`src/rtl/flash_bus_pkg.sv`:
```
// Shared definitions for the 6809 flash bus bridge: FSM encoding and bus constants.
package flash_bus_pkg;
  typedef enum logic [1:0] {
    IDLE = 2'd0,
    REQ  = 2'd1,
    WAIT = 2'd2,
    HOLD = 2'd3
  } state_t;

  localparam logic [7:0]  READ_FILL         = 8'hFF;
  localparam logic [15:0] DEFAULT_BASE_ADDR = 16'hE000;
endpackage

```
`src/rtl/flash_bus_bridge_sync_edge.sv`:
```
// Multi-stage synchronizer for an asynchronous bus clock with registered rise/fall strobes.
// Flops reset high so a line that is already high at reset exit produces no edge.
module sync_edge #(
  parameter int STAGES = 2
) (
  input  logic clk,
  input  logic reset,
  input  logic i_sig,
  output logic o_sync,
  output logic o_rise,
  output logic o_fall
);
  logic [STAGES-1:0] sync_q, sync_d;
  logic prev_q, prev_d;
  logic rise_q, rise_d;
  logic fall_q, fall_d;

  always_comb begin
    sync_d = {sync_q[STAGES-2:0], i_sig};
    prev_d = sync_q[STAGES-1];
    rise_d = sync_q[STAGES-1] & ~prev_q;
    fall_d = ~sync_q[STAGES-1] & prev_q;
  end

  always_ff @(posedge clk) begin
    if (!reset) begin
      sync_q <= '1;
      prev_q <= 1'b1;
      rise_q <= 1'b0;
      fall_q <= 1'b0;
    end else begin
      sync_q <= sync_d;
      prev_q <= prev_d;
      rise_q <= rise_d;
      fall_q <= fall_d;
    end
  end

  assign o_sync = sync_q[STAGES-1];
  assign o_rise = rise_q;
  assign o_fall = fall_q;
endmodule

```
`src/rtl/flash_bus_bridge.sv`:
```
// Decodes 6809 accesses to the flash window into one req/ack/done transaction and stretches the CPU via o_MRDY
// (low 1 clk after Q-rise strobe, high 1 clk after i_done). Define MRDY_TIMEOUT_EN for the abort timer.
module flash_bus_bridge
  import flash_bus_pkg::*;
#(
  parameter logic [15:0] BASE_ADDR      = DEFAULT_BASE_ADDR,
  parameter int          WINDOW_BITS    = 12,
  parameter int          SYNC_STAGES    = 2,
  parameter int          TIMEOUT_CYCLES = 1024
) (
  input  logic                   clk,
  input  logic                   reset,
  input  logic                   i_E,
  input  logic                   i_Q,
  input  logic                   i_enable,
  input  logic [15:0]            i_ADDRESS_BUS,
  input  logic [7:0]             i_DataBus,
  input  logic                   i_RW,
  output logic                   o_req,
  output logic                   o_req_we,
  output logic [WINDOW_BITS-1:0] o_req_addr,
  output logic [7:0]             o_req_wdata,
  input  logic                   i_ack,
  input  logic                   i_done,
  input  logic [7:0]             i_rdata,
  output logic                   o_abort,
  output logic                   o_MRDY,
  output logic [7:0]             o_DataBus,
  output logic                   o_DataBus_oe,
  output logic                   o_err
);
  state_t state_q, state_d;
  logic req_q, req_d;
  logic we_q, we_d;
  logic [WINDOW_BITS-1:0] addr_q, addr_d;
  logic [7:0] wdata_q, wdata_d;
  logic mrdy_q, mrdy_d;
  logic [7:0] dbus_q, dbus_d;
  logic err_q, err_d;
  logic abort_q, abort_d;

  logic e_sync, e_fall, q_rise;
  logic e_rise_unused, q_sync_unused, q_fall_unused;
  logic hit, accept, tmo_hit;

  sync_edge #(.STAGES(SYNC_STAGES)) u_sync_e (
    .clk(clk), .reset(reset), .i_sig(i_E),
    .o_sync(e_sync), .o_rise(e_rise_unused), .o_fall(e_fall)
  );

  sync_edge #(.STAGES(SYNC_STAGES)) u_sync_q (
    .clk(clk), .reset(reset), .i_sig(i_Q),
    .o_sync(q_sync_unused), .o_rise(q_rise), .o_fall(q_fall_unused)
  );

  assign hit    = (i_ADDRESS_BUS[15:WINDOW_BITS] == BASE_ADDR[15:WINDOW_BITS]);
  assign accept = (state_q == IDLE) && q_rise && hit && i_enable;

`ifdef MRDY_TIMEOUT_EN
  localparam int CNT_W = $clog2(TIMEOUT_CYCLES + 1);
  logic [CNT_W-1:0] cnt_q, cnt_d;
  logic in_txn;

  assign in_txn  = (state_q == REQ) || (state_q == WAIT);
  assign tmo_hit = in_txn && (cnt_q == CNT_W'(TIMEOUT_CYCLES - 1));

  always_comb begin
    cnt_d = cnt_q;
    if (accept)      cnt_d = '0;
    else if (in_txn) cnt_d = cnt_q + CNT_W'(1);
  end

  always_ff @(posedge clk) begin
    if (!reset) cnt_q <= '0;
    else        cnt_q <= cnt_d;
  end
`else
  logic unused_tmo;
  assign unused_tmo = ^TIMEOUT_CYCLES;
  assign tmo_hit    = 1'b0;
`endif

  always_ff @(posedge clk) begin
    if (!reset) begin
      state_q <= IDLE;
      req_q   <= 1'b0;
      we_q    <= 1'b0;
      addr_q  <= '0;
      wdata_q <= '0;
      mrdy_q  <= 1'b1;
      dbus_q  <= '0;
      err_q   <= 1'b0;
      abort_q <= 1'b0;
    end else begin
      state_q <= state_d;
      req_q   <= req_d;
      we_q    <= we_d;
      addr_q  <= addr_d;
      wdata_q <= wdata_d;
      mrdy_q  <= mrdy_d;
      dbus_q  <= dbus_d;
      err_q   <= err_d;
      abort_q <= abort_d;
    end
  end

  // A done arriving while still in REQ counts as ack+done and skips WAIT.
  always_comb begin
    state_d = state_q;
    case (state_q)
      IDLE:    if (accept) state_d = REQ;
      REQ:     if (i_done || tmo_hit) state_d = HOLD;
               else if (i_ack)        state_d = WAIT;
      WAIT:    if (i_done || tmo_hit) state_d = HOLD;
      HOLD:    if (e_fall) state_d = IDLE;
      default: state_d = IDLE;
    endcase
  end

  always_comb begin
    req_d        = req_q;
    we_d         = we_q;
    addr_d       = addr_q;
    wdata_d      = wdata_q;
    mrdy_d       = mrdy_q;
    dbus_d       = dbus_q;
    err_d        = err_q;
    abort_d      = 1'b0;
    o_DataBus_oe = (state_q == HOLD) && !we_q && e_sync;
    case (state_q)
      IDLE: begin
        if (accept) begin
          addr_d  = i_ADDRESS_BUS[WINDOW_BITS-1:0];
          we_d    = ~i_RW;
          wdata_d = i_DataBus;
          mrdy_d  = 1'b0;
          req_d   = 1'b1;
          err_d   = 1'b0;
        end
      end
      REQ, WAIT: begin
        if (i_done) begin
          req_d  = 1'b0;
          mrdy_d = 1'b1;
          if (!we_q) dbus_d = i_rdata;
        end else if (tmo_hit) begin
          abort_d = 1'b1;
          req_d   = 1'b0;
          err_d   = 1'b1;
          mrdy_d  = 1'b1;
          if (!we_q) dbus_d = READ_FILL;
        end else if (i_ack) begin
          req_d = 1'b0;
        end
      end
      default: ;
    endcase
  end

  assign o_req       = req_q;
  assign o_req_we    = we_q;
  assign o_req_addr  = addr_q;
  assign o_req_wdata = wdata_q;
  assign o_abort     = abort_q;
  assign o_MRDY      = mrdy_q;
  assign o_DataBus   = dbus_q;
  assign o_err       = err_q;
endmodule

```
`config.mk`:
```
export PLATFORM = sky130hd
export DESIGN_NAME = flash_bus_bridge
export DESIGN_NICKNAME = d
export VERILOG_FILES = /design/src/rtl/flash_bus_pkg.sv /design/src/rtl/flash_bus_bridge_sync_edge.sv /design/src/rtl/flash_bus_bridge.sv
export SDC_FILE = /design/constraint.sdc
export NUM_CORES = 1
export LEC_CHECK = 0
export BUFFER_PORTS_ARGS = -buffer_cell sky130_fd_sc_hd__buf_2
export CORE_MARGIN = 2
export CORE_UTILIZATION = 40
export DETAILED_ROUTE_END_ITERATION = 7
export PLACE_DENSITY = 0.76
export SETUP_SLACK_MARGIN = 0.4
export SLEW_MARGIN = 20
export SYNTH_ARGS = -nofsm -noshare
export SYNTH_HDL_FRONTEND = slang
export SYNTH_SLANG_ARGS = --single-unit
```
`constraint.sdc`:
```
create_clock -name clk -period 3.8 [get_ports clk]
set_input_delay 1.14 -clock clk [delete_from_list [all_inputs] [get_ports clk]]
set_output_delay 1.14 -clock clk [all_outputs]
set_load 0.005 [all_outputs]
```
Word level (Yosys, flattened, before mapping)
Cells that the tools add are included.
- add/subtract/negate cells: 0
- $mul: 0
- div/mod/pow operators: 0
- $lt $le $gt $ge: 0
- eq/ne operators: 10
- shifts and indexed selects: 0
- muxes and demuxes: 13
- bitwise logic cells: 6
- reduce and logical (&&, ||, !) cells: 14
- operators with widths (kind ; number):
    2-bit 2-to-1 mux ; 5
    3-bit AND reduction ; 3
    2-bit one-hot mux with 4 select lines ; 1
    2-bit != test (second input constant) ; 3
    3-bit != test (second input constant) ; 2
    1-bit logical AND ; 5
    1-bit 2-to-1 mux ; 5
    2-bit == test (second input constant) ; 2
    4-bit == test (second input constant) ; 1
    1-bit inverter ; 4
    1-bit one-hot mux with 2 select lines ; 2
    4-bit AND reduction ; 1
    1-bit bitwise AND ; 2
    2-bit by 1-bit == test with 1-bit output (second input constant) ; 1
    2-bit logical NOT ; 1
    2-bit by 1-bit != test with 1-bit output (second input constant) ; 1
    2-bit AND reduction ; 1
    2-bit nonzero test ; 1
    2-bit OR reduction ; 1
    1-bit logical NOT ; 1
- register bits after elaboration: 41
- latch bits: 0
- bits in writable memories: 0
- bits in read-only memories: 0
- output and inout bits: 34
- logic and storage cells: 56
- memories kept: 0

Logic depth before layout (Yosys ltp)
Gate-level depths: netlist of run 1.
- depth in word-level cells: 6
- gate-level depth with buffers: 6

Cells and area by module
From an unflattened synthesis of run 1, not the netlist that was laid out.
- cells, all modules: 176
- area, all modules: 1707.9 um2
- by module, submodules not included (module ; instances ; cells each ; area each (um2) ; seq. area each (um2)):
    flash_bus_bridge ; 1 ; 156 ; 1435.1 ; 660.6
    sync_edge ; 2 ; 10 ; 136.4 ; 100.1

Worst setup path before layout of run 1
No wires, ideal clock.
- kind: input port to flip-flop
- start point: input i_ADDRESS_BUS[12]
- end point: register we_q (netlist: o_req_we)
- library setup time: 70 ps
- arrival: 2045 ps
- required time: 3730 ps
- setup slack: 1685 ps
- stages on the path: 5
- path buffers: 1
- cell sequence: and4b_1 -> nand4_4 -> buf_6 -> or2_0 -> a21boi_1
- cells in the longest elaborated chain, start to end: 4
- ends and longest elaborated chain (item ; line ; source):
    start: declaration ; flash_bus_bridge.sv:16 ; input logic [15:0] i_ADDRESS_BUS,
    4-bit == test ; flash_bus_bridge.sv:56 ; assign hit = (i_ADDRESS_BUS[15:WINDOW_BITS] == BASE_ADDR[15:WINDOW_BITS]);
    1-bit logical AND (2 in a row) ; flash_bus_bridge.sv:57 ; assign accept = (state_q == IDLE) && q_rise && hit && i_enable;
    2-bit AND reduction (no source line) ; - ;
    end signal: assignment ; flash_bus_bridge.sv:97 ; we_q <= we_d;
    end: declaration ; flash_bus_bridge.sv:34 ; logic we_q, we_d;
No other way between the ends.
A chain may end at the register's enable or synchronous reset.

Worst setup path in the final report of run 1
- start point: register state_q[0]
- end point: output o_DataBus_oe
- cells in the longest elaborated chain, start to end: 3
- ends and longest elaborated chain (item ; line ; source):
    start: declaration ; flash_bus_bridge.sv:32 ; state_t state_q, state_d;
    start signal: assignment ; flash_bus_bridge.sv:95 ; state_q <= state_d;
    2-bit == test ; flash_bus_bridge.sv:129 ; o_DataBus_oe = (state_q == HOLD) && !we_q && e_sync;
    1-bit logical AND (2 in a row) ; flash_bus_bridge.sv:129 ;
    end: declaration ; flash_bus_bridge.sv:29 ; output logic o_DataBus_oe,
No other way between the ends.

==> summary.md, run 1 <==
| Metric | Value |
|---|---|
| Avg Cell Area, Syn | about 11 um2 |
| Worst hold-check path type | flip-flop to flip-flop |
| Iteration-0 DRC Markers | 30 |
| Critical-path top delay cell | dfxtp_1 |
| Post-synth ARST share | 0% |
| Area delta synth->final | 29.1% |
| Comb pwr share | approximately 7.4% |
| Initial antenna violation count | 0 |
| Post-synth top area cell | dfxtp_1 |
| Vias in the first global route | around 1,100 |
| Total number of vias | between 1,000 and 1,500 |
| Slew Limit Fails | 0 |
| Worst stage delay on the critical path | roughly 0.42 ns |
| YS warnings | 0 |
| CP Max Fanout | 6 |
| Pint | roughly 0.00067 W |
| GRT overflow | 0 |
| Mapped cell area | between 0.0015 and 0.002 mm2 |
| Final hold vios | 0 |
| Post-synth top flop | dfxtp_1 |
| First-pass GRT wire length | around 4600 um |
| Reg2Reg Depth | 5 |
| Crit Path Category | flip-flop to output pin |
| Sequential fraction of the synthesis area | between 40% and 50% |
| Final WL | a little under 3000 um |
| Share of the cycle needed by the critical path after routing | between 60 and 70% |
| Post-synthesis cell type count | 25 |
| Hold_buf cts | 0 |
| Max Clk Rate | approximately 430 MHz |
| CTS sink count | 41 |
| Post-synth EDFFs | 0 |
| Peak VDD IR | about 0.24 mV |
| Final Core Density | 53.5% |
| Clock Latency Late Sink | around 0.28 ns |
| Pin count of the biggest net entering global routing | 43 |
| Post-synth top area share | approximately 50% |
| Synthesized instance count | roughly 150 |
| H-tree Lvls | 2 |
| Inserted Diodes | 0 |
| DR WL/cell | 10.8 um |
| Worst Max-Slew Pin Slew | 0.582 ns |
| RR Startpoint | state_q[0]$_SDFFE_PN0P_ |
| Count leader, synth | dfxtp_1 |
| RSZ-0062 raised after global routing | false |
| Power per Cell Area | 398 mW/mm2 |
| Synth area leaders | dfxtp_1 (50%), mux2i_1 (18%), nor2b_1 (11%) |
| Seq pwr share | between 50 and 60% |
| # rows | 23 |
| Die Wd | 68.2 um |
| Reg2Reg Setup Slack | 1.99 ns |
| WHS Endpoint | u_sync_e.sync_q[1]$_SDFF_PN1_ |
| IO buf count | between 70 and 80 |
| Die H | just under 70 um |
| Non-Filler Instances | 274 |
| Cells resized by post-CTS repair | 0 |
| LEAKAGE | between 1 and 1.5 nW |
| Root buffer cell | clkbuf_8 |
| Hold_sp | u_sync_e.sync_q[0]$_SDFF_PN1_ |
| DP Area | 0.00201 mm2 |
| Post-CTS Setup Bufs | 0 |
| Dpl hpwl | about 2100 um |
| Crit start category | flip-flop |
| Die area | ~0.0046 mm2 |
| Cts bufs inserted | 5 |
| Vias per cell | about 4.5 |
| Yosys reg bits | between 40 and 50 |
| Setup-failing EPs final | 0 |
| Most frequent cells after synthesis | dfxtp_1 (41), mux2i_1 (30), nor2b_1 (28) |
| Clock Power Share | 40.3% |
| Starting density of the core | approximately 41% |
| Arr. time, crit path | 1.16 ns |
| CTS tree | done |
| Placed Instances | ~270 |
| Worst Skew | about 0.0045 ns |
| Hold Path Depth | 1 |
| Router iterations before antenna repair | 4 |
| Crit. End Element | output pin |
| Share of cells above drive strength 1 | a little over a third |
| Status | completed |
| Clock Pin Slew Worst Setup and Hold Paths | roughly 0.08 ns |
| GPL Wtd Cong | between 0.7 and 0.8 |
| Required time of the critical path | about 2.7 ns |
| Overall routing resource usage | roughly an eighth |
| Core footprint | 0.00397 mm2 |
| Overall Power | between 0.0008 and 0.0009 W |
| Post-route DRC | 0 |
| Fin Setup TNS | 0 ns |
| Worst r2r dst | o_DataBus[5]$_SDFFE_PN0P_ |
| Sw Pwr | approximately 0.00018 W |
| Antenna viol nets, final | 0 |
| Post-layout min period | between 2 and 2.5 ns |
| Final Cell Area | around 0.0021 mm2 |
| I/O pins | 74 |
| Worst path cell trace | ha_1, nand2_1, nor2_1, buf_2 |
| Relative slew slack | approximately three fifths |
| Total of max-cap violations | 0 |
| Nets | around 270 |
| Net Sw Frac | 20.8% |
| Clock Tree Buf Depth | 2 |
==> critical path, delay by kind of cell (launching register included) <==
kind,cells,cell delay (ns)
adder cells (fa/ha/maj),1,0.20
buffers and inverters,1,0.12
flip-flops,1,0.42
AND/OR/NAND/NOR,2,0.15
==> stage by stage <==
step / hold WS (ns) / setup WS [ns]
global route: 0.418 / 1.41
detailed placement: 0.395 / 1.20
finish: 0.410 / 1.50
CTS: 0.413 / 1.47
global placement: 0.389 / 1.25
floorplan: 0.386 / 1.69
==> area by class of cell <==
| class | instances | area [um2] |
|---|---|---|
| clock buffer | 6 | 72.6 |
| fill | 364 | 1850 |
| clock inverter | 2 | 38.8 |
| sequential | 41 | 821 |
| multi-input combinational | 98 | 753 |
| tap | 50 | 62.6 |
| timing repair buffer | 71 | 355 |
| inverter | 6 | 22.5 |
==> sequential cells by signal (all words and copies together), names as in the netlist <==
signal,cells
u_sync_q.o_rise,1
u_sync_q.sync_q,2
o_req,1
o_DataBus,8
o_req_wdata,8
u_sync_q.prev_q,1
state_q,2
o_MRDY,1
o_req_addr,12
o_req_we,1
u_sync_e.sync_q,2
u_sync_e.prev_q,1
u_sync_e.o_fall,1
==> per-layer routing <==
metal | vias to the layer above | wire (um) | GRT usage, %
met4 | 0 | 27 | 6.75
met5 | - | 0 | 0
met1 | 548 | 1260 | 14.8
li1 | 639 | - | -
met2 | 39 | 1460 | 22.0
met3 | 2 | 222 | 5.26
==> placed cells by master, fill, tap and decap left out <==
master     instances
buf_2             71
dfxtp_1           41
mux2i_1           30
nor2b_1           28
inv_1              6
nand2_1            6
nand2b_1           6
ha_1               5
clkbuf_8           5
o21ai_0            4
a21oi_1            4
nor2_1             2
and3b_1            2
conb_1             2
nand3b_1           1
and4b_1            1
nand4_4            1
nand3_1            1
a31o_2             1
o221ai_1           1
or2_0              1
a21boi_1           1
o211ai_1           1
clkbuf_1           1
clkinv_4           1
bufinv_16          1
==> logic make-up (layout without fill, tap and decap cells) <==
family / Yosys count / in the layout / share of synthesized area (%)
other: 1 / 2 / 0.228
buffers and inverters: 15 / 85 / 4.63
AOI/OAI and AO/OA: 12 / 12 / 4.41
and+or+nand+nor: 49 / 49 / 18.8
muxes: 30 / 30 / 18.2
DFF: 41 / 41 / 49.8
adders and majority gates: 5 / 5 / 3.80
==> power groups by stage <==
stage / Clock, W / Sequential [W] / Combinational [W]
2_1_floorplan: 0 / 0.000452 / 0.0000346
3_3_place_gp: 0 / 0.000452 / 0.0000628
3_5_place_dp: 0 / 0.000452 / 0.0000632
4_1_cts: 0.000353 / 0.000442 / 0.0000636
5_1_grt: 0.000372 / 0.000443 / 0.0000694
6_report: 0.000341 / 0.000442 / 0.0000628
==> worst max path at each step <==
stage | from | endpoint | slack, ns | cells after the start
6_report | state_q[0]$_SDFFE_PN0P_ | o_DataBus_oe | 1.50 | 4
5_1_grt | state_q[0]$_SDFFE_PN0P_ | o_DataBus_oe | 1.41 | 4
4_1_cts | state_q[0]$_SDFFE_PN0P_ | o_DataBus_oe | 1.47 | 4
3_5_place_dp | i_ADDRESS_BUS[12] | o_req_we$_SDFFE_PN0P_ | 1.20 | 5
3_3_place_gp | i_ADDRESS_BUS[12] | o_req_we$_SDFFE_PN0P_ | 1.25 | 5
2_1_floorplan | i_ADDRESS_BUS[12] | o_req_we$_SDFFE_PN0P_ | 1.69 | 5
(Power assumes the default switching activity.)
==> inputs of run 2 (changes only) <==
ABC_AREA = 1   (was unset)
clock period = 2.3 ns   (was 3.8 ns; I/O delays follow)
==> run 2 against run 1 <==
  * Worst hold slack lost 0.013 ns
  * Sequential share of layout area grew 1.8 points
  * Critical path depth is the same
  * Flip-flop and latch count is the same
  * Setup slack lost 1.0 ns
  * Critical endpoint unchanged
  * Largest power group unchanged
==> summary.md, run 2 <==
| Metric | Value |
|---|---|
| Status | completed |
| Seq pwr share | between 40% and 50% |
| Max Clk Rate | 550 MHz |
| Worst Setup SP | state_q[0]$_SDFFE_PN0P_ |
| Vias per cell | between 4 and 5 |
| Router iterations before antenna repair | 4 |
| Starting density of the core | a little over two fifths |
| Critical-path top delay cell | dfxtp_4 |
| Most common cell after layout, fill and taps aside | buf_2 |
| Post-CTS Setup Bufs | 0 |
| Post-route DRC | 0 |
| Setup-failing EPs final | 0 |
| Reg2Reg Depth | 9 |
| DR WL/cell | between 10 and 15 um |
| Initial antenna violation count | 0 |
| Share of cells above drive strength 1 | between 30% and 40% |
| Root buffer cell | clkbuf_8 |
| Iteration-0 DRC Markers | slightly above 60 |
| Post-synth top flop | dfxtp_1 |
| Post-layout min period | about 1.8 ns |
| GPL Wtd Cong | ~0.76 |
| Sw Pwr | about 0.00061 W |
| Total number of vias | 1,475 |
| Crit. End Element | output pin |
| Post-synthesis cell type count | 18 |
| Die H | approximately 67 um |
| Comb pwr share | a little under 30% |
| Filler instances | roughly 370 |
| First-pass GRT wire length | approximately 5700 um |
| Peak VDD IR | 0.364 mV |
| Hold Path Depth | 1 |
| Worst path cell trace | ha_1, inv_1, nor3_2, buf_2 |
| Worst Skew | 0.00563 ns |
| GRT overflow | 0 |
| Post-synth top area share | a little over half |
| Core footprint | ~0.0037 mm2 |
| Post-synth ARST share | 0% |
| Most frequent cells after synthesis | nor2_1 (69), dfxtp_1 (41), o21ai_0 (28) |
| Count leader, synth | nor2_1 |
| Clock Power Share | about a quarter |
| Crit Path Category | flip-flop to output pin |
| Total of max-cap violations | 0 |
| Area delta synth->final | 30.0% |
| LEAKAGE | 1.05 nW |
| YS warnings | 0 |
| RR Startpoint | state_q[0]$_SDFFE_PN0P_ |
| Net Sw Frac | 33.1% |
| Power per Cell Area | 905 mW/mm2 |
| Nets | approximately 320 |
| Inserted Diodes | 0 |
| CTS tree | done |
| Die Wd | roughly 67 um |
| Synthesized instance count | 206 |
| Mapped cell area | approximately 0.0016 mm2 |
| CTS sink count | 41 |
| Clock Pin Slew Worst Setup and Hold Paths | around 0.070 ns |
| Clock Latency Late Sink | approximately 0.29 ns |
| Hold_buf cts | 0 |
| Pint | between 0.001 and 0.0015 W |
| Setup slack after layout | just under 0.5 ns |
| Final hold vios | 0 |
| I/O pins | 74 |
| Sequential fraction of the synthesis area | 52.2% |
| Required time of the critical path | ~1.6 ns |
| Avg Cell Area, Syn | roughly 7.6 um2 |
| Placement Setup Slack | approximately 0.40 ns |
| Clock Tree Buf Depth | 2 |
| Arr. time, crit path | 1.13 ns |
| Max FFs per register | 12 |
| # rows | 22 |
| Post-synth EDFFs | 0 |
| CP Max Fanout | 6 |
| Overall routing resource usage | 17.0% |
| Antenna viol nets, final | 0 |
| Dpl hpwl | 2500 um |
| Vias in the first global route | between 1,000 and 1,500 |
| Worst stage delay on the critical path | ~0.38 ns |
| Worst hold-check path type | flip-flop to flip-flop |
| IO buf count | 71 |
| Slew Limit Fails | 0 |
| Fin Setup TNS | 0 ns |
| Pin count of the biggest net entering global routing | 29 |
| Share of the cycle needed by the critical path after routing | 79.1% |
| Final WL | between 3000 and 4000 um |
| H-tree Lvls | 2 |
| Crit start category | flip-flop |
| RSZ-0062 raised after global routing | false |
| Cts bufs inserted | 5 |
| Hold_sp | u_sync_q.prev_q$_SDFF_PN1_ |
| Post-synth top area cell | dfxtp_1 |
| Yosys reg bits | 41 |
| Synth area leaders | dfxtp_1 (52%), nor2_1 (16%), o21ai_0 (8.9%) |
| Commonest cells after routing, fill and taps aside | buf_2 (71), nor2_1 (69), dfxtp_1 (39) |
| Die area | approximately 0.0044 mm2 |
## run 2: through the flow
stage | power [W] | hold WS, ns | utilization, % | std cells | cell area [um2]
finish | 0.00185 | 0.397 | 55.0 | 325 | 2040
global placement | 0.00139 | 0.386 | 52.4 | 318 | 1950
CTS | 0.00185 | 0.401 | 54.6 | 325 | 2030
floorplan | 0.00123 | 0.375 | - | 207 | 1580
global route | 0.00201 | 0.412 | 55.0 | 325 | 2040
detailed placement | 0.00141 | 0.391 | 52.4 | 318 | 1950
## run 2: worst paths after layout
kind                           endpoint  slack (ns)
min          u_sync_q.o_rise$_SDFF_PN0_        0.40
max reg2reg     state_q[1]$_SDFFE_PN0P_        0.69
min reg2reg  u_sync_q.o_rise$_SDFF_PN0_        0.40
max                        o_DataBus_oe        0.48
## run 2: power by group through the flow
stage                     clock network, W  registers, W  logic [W]
after CTS                         0.000456      0.000852   0.000544
after detailed placement                 0      0.000865   0.000540
final                             0.000445      0.000857   0.000547
after floorplan                          0      0.000869   0.000362
after global routing              0.000490      0.000868   0.000647
after global placement                   0      0.000864   0.000531
## run 2: cell families (layout without fill, tap and decap cells)
| group | Yosys count | in the layout | share of synthesized area (%) |
|---|---|---|---|
| AND/OR/NAND/NOR | 104 | 104 | 26.4 |
| adder cells (fa/ha/maj) | 5 | 5 | 3.98 |
| buffers and inverters | 23 | 93 | 6.84 |
| AO/OA/AOI/OAI | 32 | 32 | 10.3 |
| flip-flops | 41 | 41 | 52.2 |
| other | 1 | 2 | 0.238 |
## run 2: area by class of cell
| type | instances | area [um2] | share of cell area [%] |
|---|---|---|---|
| Multi-Input combinational cell | 143 | 656 | 32.1 |
| Clock inverter | 1 | 8.76 | 0.428 |
| Inverter | 13 | 51.3 | 2.51 |
| Timing Repair Buffer | 73 | 370 | 18.1 |
| Tap cell | 48 | 60.1 | 2.94 |
| Sequential cell | 41 | 826 | 40.4 |
| Clock buffer | 6 | 72.6 | 3.55 |
## run 2: repair_timing
item / CTS / global route
hold endpoints to repair: 0 / 0
endpoints found under the setup margin: 1 / 4
cloned: 0 / 0
gates resized for setup: 1 / 6
## run 2: critical path, delay by kind of cell, from the launching register on
kind / cells / cell delay (ns)
simple gates: 1 / 0.13
flops: 1 / 0.38
fa+ha+maj: 1 / 0.14
buf+inv: 2 / 0.19
## run 2: metal layers
layer	track usage [%]	up-vias	share of wire, %
li1	-	775	-
met1	20.0	652	46
met2	28.6	44	46
met3	4.90	4	6.4
met4	7.65	0	1.2
met5	0	-	0
==> inputs of run 3 (changes only) <==
clock period = 1.88 ns   (was 2.3 ns; I/O delays follow)
==> run 3 against run 2 <==
  * Critical endpoint unchanged
  * Core utilization rose by 2.7 points
  * Setup slack got worse by 0.25 ns
  * Cell count rose by 2.5%
  * Die area did not move
  * Largest power group unchanged
  * Clock skew barely moved
==> summary.md, run 3 (same netlist as run 2, synthesis figures left out) <==
| Metric | Value |
|---|---|
| Final WL | ~3700 um |
| Inserted Diodes | 0 |
| Required time of the critical path | between 1 and 1.5 ns |
| Nets | about 330 |
| Area delta synth->final | 36.4% |
| Worst Skew | ~0.0053 ns |
| Crit start category | flip-flop |
| Post-layout min period | ~1.6 ns |
| Cts bufs inserted | 5 |
| DR WL/cell | around 11 um |
| Slew Limit Fails | 0 |
| Comb pwr share | roughly 34% |
| Pint | roughly 0.0016 W |
| H-tree Lvls | 2 |
| Fin Setup TNS | 0 ns |
| Net Sw Frac | between 30% and 40% |
| Share of cells above drive strength 1 | between 30% and 40% |
| Peak VDD IR | just over 0.7 mV |
| Pin count of the biggest net entering global routing | 23 |
| Worst Setup SP | state_q[1]$_SDFFE_PN0P_ |
| Placed Instances | 320 |
| LEAKAGE | approximately 1.1 nW |
| Crit. End Element | output pin |
| Starting density of the core | 42.3% |
| Clock Latency Late Sink | 0.29 ns |
| Reg2Reg Depth | 8 |
| Reg2Reg Setup Slack | 0.31 ns |
| Antenna viol nets, final | 0 |
| Vias per cell | around 4.6 |
| Arr. time, crit path | around 1.1 ns |
| Max FFs per register | 12 |
| Vias in the first global route | ~1,400 |
| CTS tree | done |
| # rows | 22 |
| Crit path to | o_DataBus_oe |
| Overall routing resource usage | between 15 and 20% |
| First-pass GRT wire length | 5850 um |
| Final Core Density | approximately 58% |
| CP Max Fanout | 4 |
| Max Clk Rate | between 600 and 700 MHz |
| Root buffer cell | clkbuf_8 |
| Total of max-cap violations | 0 |
| Worst r2r dst | o_req_addr[10]$_SDFFE_PN0P_ |
| Core footprint | approximately 0.0037 mm2 |
| Die area | around 0.0044 mm2 |
| Status | completed |
| Commonest cells after routing, fill and taps aside | buf_2 (71), nor2_1 (69), dfxtp_1 (39) |
| I/O pins | 74 |
| GPL Wtd Cong | between 0.7 and 0.8 |
| IO buf count | between 70 and 80 |
| Iteration-0 DRC Markers | 80 |
| Setup-failing EPs final | 0 |
| Die H | 66.7 um |
| Final hold vios | 0 |
| Seq pwr share | a little over two fifths |
| Power per Cell Area | ~1100 mW/mm2 |
| Non-Filler Instances | 333 |
| Share of the cycle needed by the critical path after routing | 87.7% |
| Clock Tree Buf Depth | 2 |
| Die Wd | ~67 um |
| Worst hold-check path type | flip-flop to flip-flop |
| Most common cell after layout, fill and taps aside | buf_2 |
| Clock Pin Slew Worst Setup and Hold Paths | ~0.07 ns |
| Clock Power Share | 22.3% |
| Total number of vias | about 1,500 |
| Router iterations before antenna repair | 4 |
| Dpl hpwl | 2610 um |
| Sw Pwr | about 0.00081 W |
| Initial antenna violation count | 0 |
| RR Startpoint | state_q[1]$_SDFFE_PN0P_ |
| Crit Path Category | flip-flop to output pin |
| GRT overflow | 0 |
| RSZ-0062 raised after global routing | true |
| Post-route DRC | 0 |
| CTS sink count | 41 |
-- run 3: changes by cell type in the layout (fill, tap and decap cells not counted), moves of 2 or more --
cell | before | now
ha_1 | 5 | 3
o21ai_1 | 0 | 7
ha_4 | 0 | 2
clkinv_2 | 0 | 2
buf_4 | 2 | 8
o21ai_0 | 28 | 21
nand2_1 | 23 | 21
nand2_4 | 0 | 2
inv_1 | 12 | 10
inv_2 | 0 | 2
-- run 3: layer usage --
layer | routed length (um) | GRT usage (%) | vias up | share of wire [%]
met5 | 0 | 0 | - | 0
met4 | 63 | 6.89 | 0 | 1.7
met3 | 291 | 6.42 | 5 | 7.8
met2 | 1820 | 31.4 | 51 | 49
met1 | 1550 | 18.6 | 687 | 42
li1 | - | - | 792 | -
-- run 3: worst max-delay path, stage by stage, from the launching register on --
cell	delay [ns]
dfxtp_4	0.38
ha_4	0.13
inv_2	0.04
nor3_2	0.11
buf_2	0.14
-- run 3: worst min path at each step --
| stage | from | depth (start not counted) | endpoint |
|---|---|---|---|
| 2_1_floorplan | u_sync_q.prev_q$_SDFF_PN1_ | 1 | u_sync_q.o_rise$_SDFF_PN0_ |
| 3_3_place_gp | u_sync_q.prev_q$_SDFF_PN1_ | 1 | u_sync_q.o_rise$_SDFF_PN0_ |
| 3_5_place_dp | u_sync_q.prev_q$_SDFF_PN1_ | 1 | u_sync_q.o_rise$_SDFF_PN0_ |
| 4_1_cts | u_sync_q.prev_q$_SDFF_PN1_ | 1 | u_sync_q.o_rise$_SDFF_PN0_ |
| 5_1_grt | u_sync_q.prev_q$_SDFF_PN1_ | 1 | u_sync_q.o_rise$_SDFF_PN0_ |
| 6_report | u_sync_q.prev_q$_SDFF_PN1_ | 1 | u_sync_q.o_rise$_SDFF_PN0_ |
-- run 3: power by group through the flow --
stage	clock [W]	combinational [W]	sequential (W)
final	0.000542	0.000829	0.00106
after detailed placement	0	0.000671	0.00106
after CTS	0.000556	0.000772	0.00106
after global placement	0	0.000657	0.00106
after floorplan	0	0.000443	0.00106
after global routing	0.000591	0.000935	0.00108
-- run 3: metrics by stage --
stage / power (W) / cell area [um2] / setup slack [ns] / hold WS (ns)
floorplan: 0.00151 / 1580 / 0.463 / 0.375
global placement: 0.00171 / 1960 / 0.272 / 0.380
detailed placement: 0.00173 / 1960 / 0.214 / 0.390
CTS: 0.00239 / 2120 / 0.257 / 0.400
global route: 0.00261 / 2140 / 0.175 / 0.421
finish: 0.00244 / 2140 / 0.231 / 0.396
-- run 3: cell type report --
class | instances | area, um2
Clock buffer | 6 | 72.6
Clock inverter | 2 | 10.0
Fill cell | 371 | 1570
Inverter | 13 | 56.3
Multi-Input combinational cell | 143 | 696
Sequential cell | 41 | 828
Tap cell | 48 | 60.1
Timing Repair Buffer | 79 | 415
Timing Repair inverter | 1 | 6.26
-- run 3: timing repair --
| item | in CTS | in global routing |
|---|---|---|
| endpoints found under the setup margin | 34 | 35 |
| setup buffers | 4 | 0 |
| hold buffers | 0 | 0 |
| cloned | 0 | 1 |
| pin swaps | 4 | 0 |
| resized for setup | 15 | 11 |
